$ cat src/rtl/edge_detector_multi.sv
// Multi-channel debounced edge detector: 2-flop sync, per-channel lockout FSM, registered pulses.
// Optional hold-to-repeat press pulses when EDGE_DETECTOR_AUTOREPEAT_EN is defined.
module edge_detector_multi #(
  parameter int N_CH          = 4,
  parameter int HOLD_CYCLES   = 130000,
  parameter int REPEAT_DELAY  = 25000000,
  parameter int REPEAT_PERIOD = 5000000
) (
  input  logic            clock,
  input  logic            reset,
  input  logic [N_CH-1:0] din,
  output logic [N_CH-1:0] rising_pulse,
  output logic [N_CH-1:0] falling_pulse,
  output logic [N_CH-1:0] level,
  output logic            any_rise
);

  localparam int CNT_W = $clog2(HOLD_CYCLES + 1);
  localparam logic [CNT_W-1:0] HOLD_MAX = CNT_W'(HOLD_CYCLES);

  typedef enum logic [2:0] {
    ST_IDLE,
    ST_RISE,
    ST_HIGH,
    ST_FALL,
    ST_LOCK
  } state_t;

  logic [N_CH-1:0] sync1_q;
  logic [N_CH-1:0] sync2_q;
  logic            any_rise_q;

  always_ff @(posedge clock or posedge reset) begin
    if (reset) begin
      sync1_q <= '0;
      sync2_q <= '0;
    end else begin
      sync1_q <= din;
      sync2_q <= sync1_q;
    end
  end

  genvar gi;
  generate
    for (gi = 0; gi < N_CH; gi++) begin : g_ch
      state_t           state_q, state_d;
      logic [CNT_W-1:0] cnt_q, cnt_d;
      logic [CNT_W-1:0] cnt_sat;
      logic             s;
      logic             rep_fire;
      logic             rise_q, fall_q, level_q;

      assign s       = sync2_q[gi];
      assign cnt_sat = (cnt_q >= HOLD_MAX) ? HOLD_MAX : cnt_q + 1'b1;

      always_comb begin
        state_d = state_q;
        cnt_d   = cnt_q;
        case (state_q)
          ST_IDLE: begin
            if (s) begin
              state_d = ST_RISE;
              cnt_d   = '0;
            end
          end
          ST_RISE: begin
            state_d = ST_HIGH;
            cnt_d   = cnt_sat;
          end
          // Input changes inside the lockout window are treated as bounce.
          ST_HIGH: begin
            cnt_d = cnt_sat;
            if (!s && (cnt_q >= HOLD_MAX)) state_d = ST_FALL;
          end
          ST_FALL: begin
            state_d = ST_LOCK;
            cnt_d   = '0;
          end
          ST_LOCK: begin
            cnt_d = cnt_sat;
            if (cnt_q >= HOLD_MAX) state_d = ST_IDLE;
          end
          default: begin
            state_d = ST_IDLE;
            cnt_d   = '0;
          end
        endcase
      end

`ifdef EDGE_DETECTOR_AUTOREPEAT_EN
      // Counts cycles since the last press/repeat pulse; a fire is decided one
      // cycle ahead because the pulse itself is registered.
      localparam int REP_MAX = (REPEAT_DELAY > REPEAT_PERIOD) ? REPEAT_DELAY : REPEAT_PERIOD;
      localparam int REP_W   = $clog2(REP_MAX + 1);
      localparam logic [REP_W-1:0] DELAY_TGT  = REP_W'(REPEAT_DELAY - 2);
      localparam logic [REP_W-1:0] PERIOD_TGT = REP_W'(REPEAT_PERIOD - 2);

      logic [REP_W-1:0] rep_q, rep_d;
      logic             rep_first_q, rep_first_d;
      logic [REP_W-1:0] rep_tgt;

      assign rep_tgt = rep_first_q ? DELAY_TGT : PERIOD_TGT;

      always_comb begin
        rep_d       = rep_q;
        rep_first_d = rep_first_q;
        rep_fire    = 1'b0;
        if (state_q == ST_RISE) begin
          rep_d       = '0;
          rep_first_d = 1'b1;
        end else if ((state_q == ST_HIGH) && rise_q) begin
          rep_d = '0;
        end else if ((state_q == ST_HIGH) && s) begin
          rep_d = rep_q + 1'b1;
          if (rep_q == rep_tgt) begin
            rep_fire    = 1'b1;
            rep_first_d = 1'b0;
          end
        end
      end

      always_ff @(posedge clock or posedge reset) begin
        if (reset) begin
          rep_q       <= '0;
          rep_first_q <= 1'b0;
        end else begin
          rep_q       <= rep_d;
          rep_first_q <= rep_first_d;
        end
      end
`else
      assign rep_fire = 1'b0;
`endif

      always_ff @(posedge clock or posedge reset) begin
        if (reset) begin
          state_q <= ST_IDLE;
          cnt_q   <= '0;
          rise_q  <= 1'b0;
          fall_q  <= 1'b0;
          level_q <= 1'b0;
        end else begin
          state_q <= state_d;
          cnt_q   <= cnt_d;
          rise_q  <= (state_d == ST_RISE) | rep_fire;
          fall_q  <= (state_d == ST_FALL);
          level_q <= (state_d == ST_RISE) | (state_d == ST_HIGH);
        end
      end

      assign rising_pulse[gi]  = rise_q;
      assign falling_pulse[gi] = fall_q;
      assign level[gi]         = level_q;
    end
  endgenerate

  always_ff @(posedge clock or posedge reset) begin
    if (reset) begin
      any_rise_q <= 1'b0;
    end else begin
      any_rise_q <= |rising_pulse;
    end
  end

  assign any_rise = any_rise_q;

endmodule
$ cat config.mk
export PLATFORM = sky130hd
export DESIGN_NAME = edge_detector_multi
export DESIGN_NICKNAME = d
export VERILOG_FILES = /design/src/rtl/edge_detector_multi.sv
export SDC_FILE = /design/constraint.sdc
export NUM_CORES = 1
export LEC_CHECK = 0
export ABC_AREA = 1
export BUFFER_PORTS_ARGS = -buffer_cell sky130_fd_sc_hd__buf_2
export CAP_MARGIN = 15
export CORE_MARGIN = 1.5
export CORE_UTILIZATION = 60
export DETAILED_ROUTE_END_ITERATION = 6
export PLACE_DENSITY = 0.77
export SYNTH_ARGS = -nofsm -noshare
export SYNTH_HDL_FRONTEND = slang
export SYNTH_SLANG_ARGS = --single-unit
$ cat constraint.sdc
create_clock -name clock -period 7.9 [get_ports clock]
set_clock_uncertainty 0.05 [all_clocks]
set_input_delay 1.185 -clock clock [delete_from_list [all_inputs] [get_ports clock]]
set_output_delay 1.185 -clock clock [all_outputs]
set_load 0.1 [all_outputs]
==> run metrics <==
post_cts resized=0; die area=approximately 10,000 um2; WL final=11.54 mm; Critical Path End Type=primary output; CP max stage delay=between 400 and 500 ps; outcome=completed; number of max-cap violations=0; vias in the first global route=~4,600; post-synthesis sequential area ratio=between 40% and 50%; top-area cell type share of the netlist area=about 45%; Finished Core Util=64.79%; crit path kind=reg -> out; Top delay family on crit path=buffers and inverters; clock buffer depth=2; Starting Density=61.56%; syn_area_per_cell=just over 7 um2; ratio of cells with drive above 1 in the final layout=under 10%; # clock sinks=approximately 100; slew margin rel.=between 30% and 40%; core area=between 9000 and 10,000 um2; Clk Latency, worst-skew pair=roughly 380 ps; first-pass GRT wire length=approximately 20 mm; peak supply drop=roughly 0.17 mV; Lkg Pwr=a little under 3 nW; CP max FO=2; FF-to-FF setup slack=5830 ps; FF+latch count, synth=approximately 100; sink of the worst hold path=sync2_q[0]; DP HPWL=between 8 and 9 mm; drt first pass iters=5; die height=100.1 um; CP Data Required Time=6660 ps; setup_tns=0 ps; CTS tree=built; antenna viol nets, final=0; RD Place Congestion=approximately 0.9; Post-Syn Instances=786; nets=809; setup repair after global routing missed its margin=no; post-CTS setup buffers=0; port bufs=18; Post-synth EDFFs=0; WP data arrival=1210 ps; Final setup viols=0; synthesized area=between 5000 and 6000 um2; Worst Reg-to-Reg Cells=7; Worst R2R Start=g_ch[0].cnt_q[11]; cell with the most instances after synthesis=nand2_1; Synth warnings=0; row cnt=35; per-cell routed wire length=roughly 13 um; clock slew at reported path FFs=approximately 100 ps; Worst-Margin Slew=920.5 ps; TritonCTS Buffers=9; ANT cells=0; Tcrit/Tclk final=31.00%; Vias=approximately 4,900; hold depth=0; Crit-path slowest cell=buf_2; Period minus WS final=around 2400 ps; WP buf/inv=1; Syn-to-layout area delta=5.237%; largest net degree at the start of global routing=roughly 70; Final Hold Fails=0; CP Cell Sequence=buf_2; Area contributors post-synth=dfrtp_1, nand2_1, nor2_1, inv_1, nand3_1; most common library cells after synthesis=nand2_1, dfrtp_1, nor2_1; io pins=19; FF-to-FF End=g_ch[0].cnt_q[0]; Post-CTS Hold Fix Bufs=0; post-synth cell types=27; DR DRC count=0; antenna violations before repair=0; PD cells=258.4 nW/um2; f_max=408.4 MHz; Async SR Flop Fraction=100.0%; CTS root buf=clkbuf_8; H-Tree Depth=3; 1st-iter DRT viols=around 200; startpoint types=register; Via-to-Cell Ratio=5.372; Total GRT Usage=25.18%; Hold WC Path Type=reg -> reg; grt total ovfl=0; syn_nets=800; die width=between 100 and 150 um; Primary FF master, synth=dfrtp_1; Yosys top cell by area=dfrtp_1; Hold Startpoint=sync1_q[0]; Slew Viols, Final=0
final cells by class:
cell class | instances | area (um2)
Fill cell | 819 | 3238
Multi-Input combinational cell | 582 | 2685
Sequential cell | 101 | 2527
Inverter | 82 | 310.3
Tap cell | 111 | 138.9
Clock buffer | 10 | 127.6
Timing Repair Buffer | 19 | 97.59
Clock inverter | 6 | 71.32
how the worst max path moves through the flow:
stage	from	end	slack, ps	cells past startpoint
after floorplan	reset	any_rise	4020	1
after global placement	reset	g_ch[3].cnt_q[16]	5380	3
after detailed placement	reset	g_ch[3].cnt_q[16]	5370	3
after CTS	g_ch[2].rise_q	rising_pulse[2]	5420	1
after global routing	g_ch[2].rise_q	rising_pulse[2]	5410	1
final	g_ch[0].rise_q	rising_pulse[0]	5450	1
placed cells by master, fill, tap and decap left out:
cell type	n
a21oi_1	13
buf_2	18
buf_4	1
bufinv_16	1
clkbuf_1	1
clkbuf_8	9
clkinv_1	3
clkinv_4	2
clkinvlp_4	2
dfrtp_1	101
ha_1	8
inv_1	78
inv_4	1
inv_6	1
nand2_1	296
nand2_2	7
nand3_1	52
nand4_1	16
nor2_1	81
nor2_2	10
nor2_4	4
nor3_1	8
nor4_1	1
o21ai_0	45
o21ai_1	5
o21ai_2	5
o21bai_1	2
o22ai_1	4
or2_0	1
or2_1	1
or4_1	1
xnor2_1	6
xor2_1	16
layer usage:
metal	wire, um	track usage (%)
met5	0	0
met1	5403	33.29
met3	523	5.014
met4	137	8.451
met2	5472	41.81
state kept, by name, indices dropped and copies added, names as in the netlist:
signal,flops
g_ch.level_q,4
g_ch.state_q,12
g_ch.fall_q,4
sync2_q,4
sync1_q,4
any_rise,1
g_ch.rise_q,4
g_ch.cnt_q,68
where the power goes:
part | leakage [nW] | internal [mW] | total, mW | switching, mW
Clock | 0.0931 | 0.149 | 0.335 | 0.186
Combinational | 1.51 | 0.112 | 0.559 | 0.447
Sequential | 1.35 | 0.589 | 0.646 | 0.0572
logic make-up after synthesis:
family                     after synthesis  share of synthesized area, %
AOI/OAI and AO/OA                       74                         7.049
DFF                                    101                         44.64
xor gates and xnor gates                22                         3.403
adders and majority gates                8                         1.768
buffers and inverters                  103                         7.934
and+or+nand+nor                        478                         35.20
stage by stage:
step           area, um2  setup slack [ps]  std cells  total power, mW  hold slack (ps)
3_5_place_dp        5759              5374        895            1.216            288.0
2_1_floorplan       5662              4018        786            1.130            281.2
5_1_grt             5958              5413        911            1.634            318.1
6_report            5958              5451        911            1.539            313.0
4_1_cts             5958              5422        911            1.551            314.8
3_3_place_gp        5759              5381        895            1.197            282.4
Note: power is estimated with default switching activity, not from simulation.
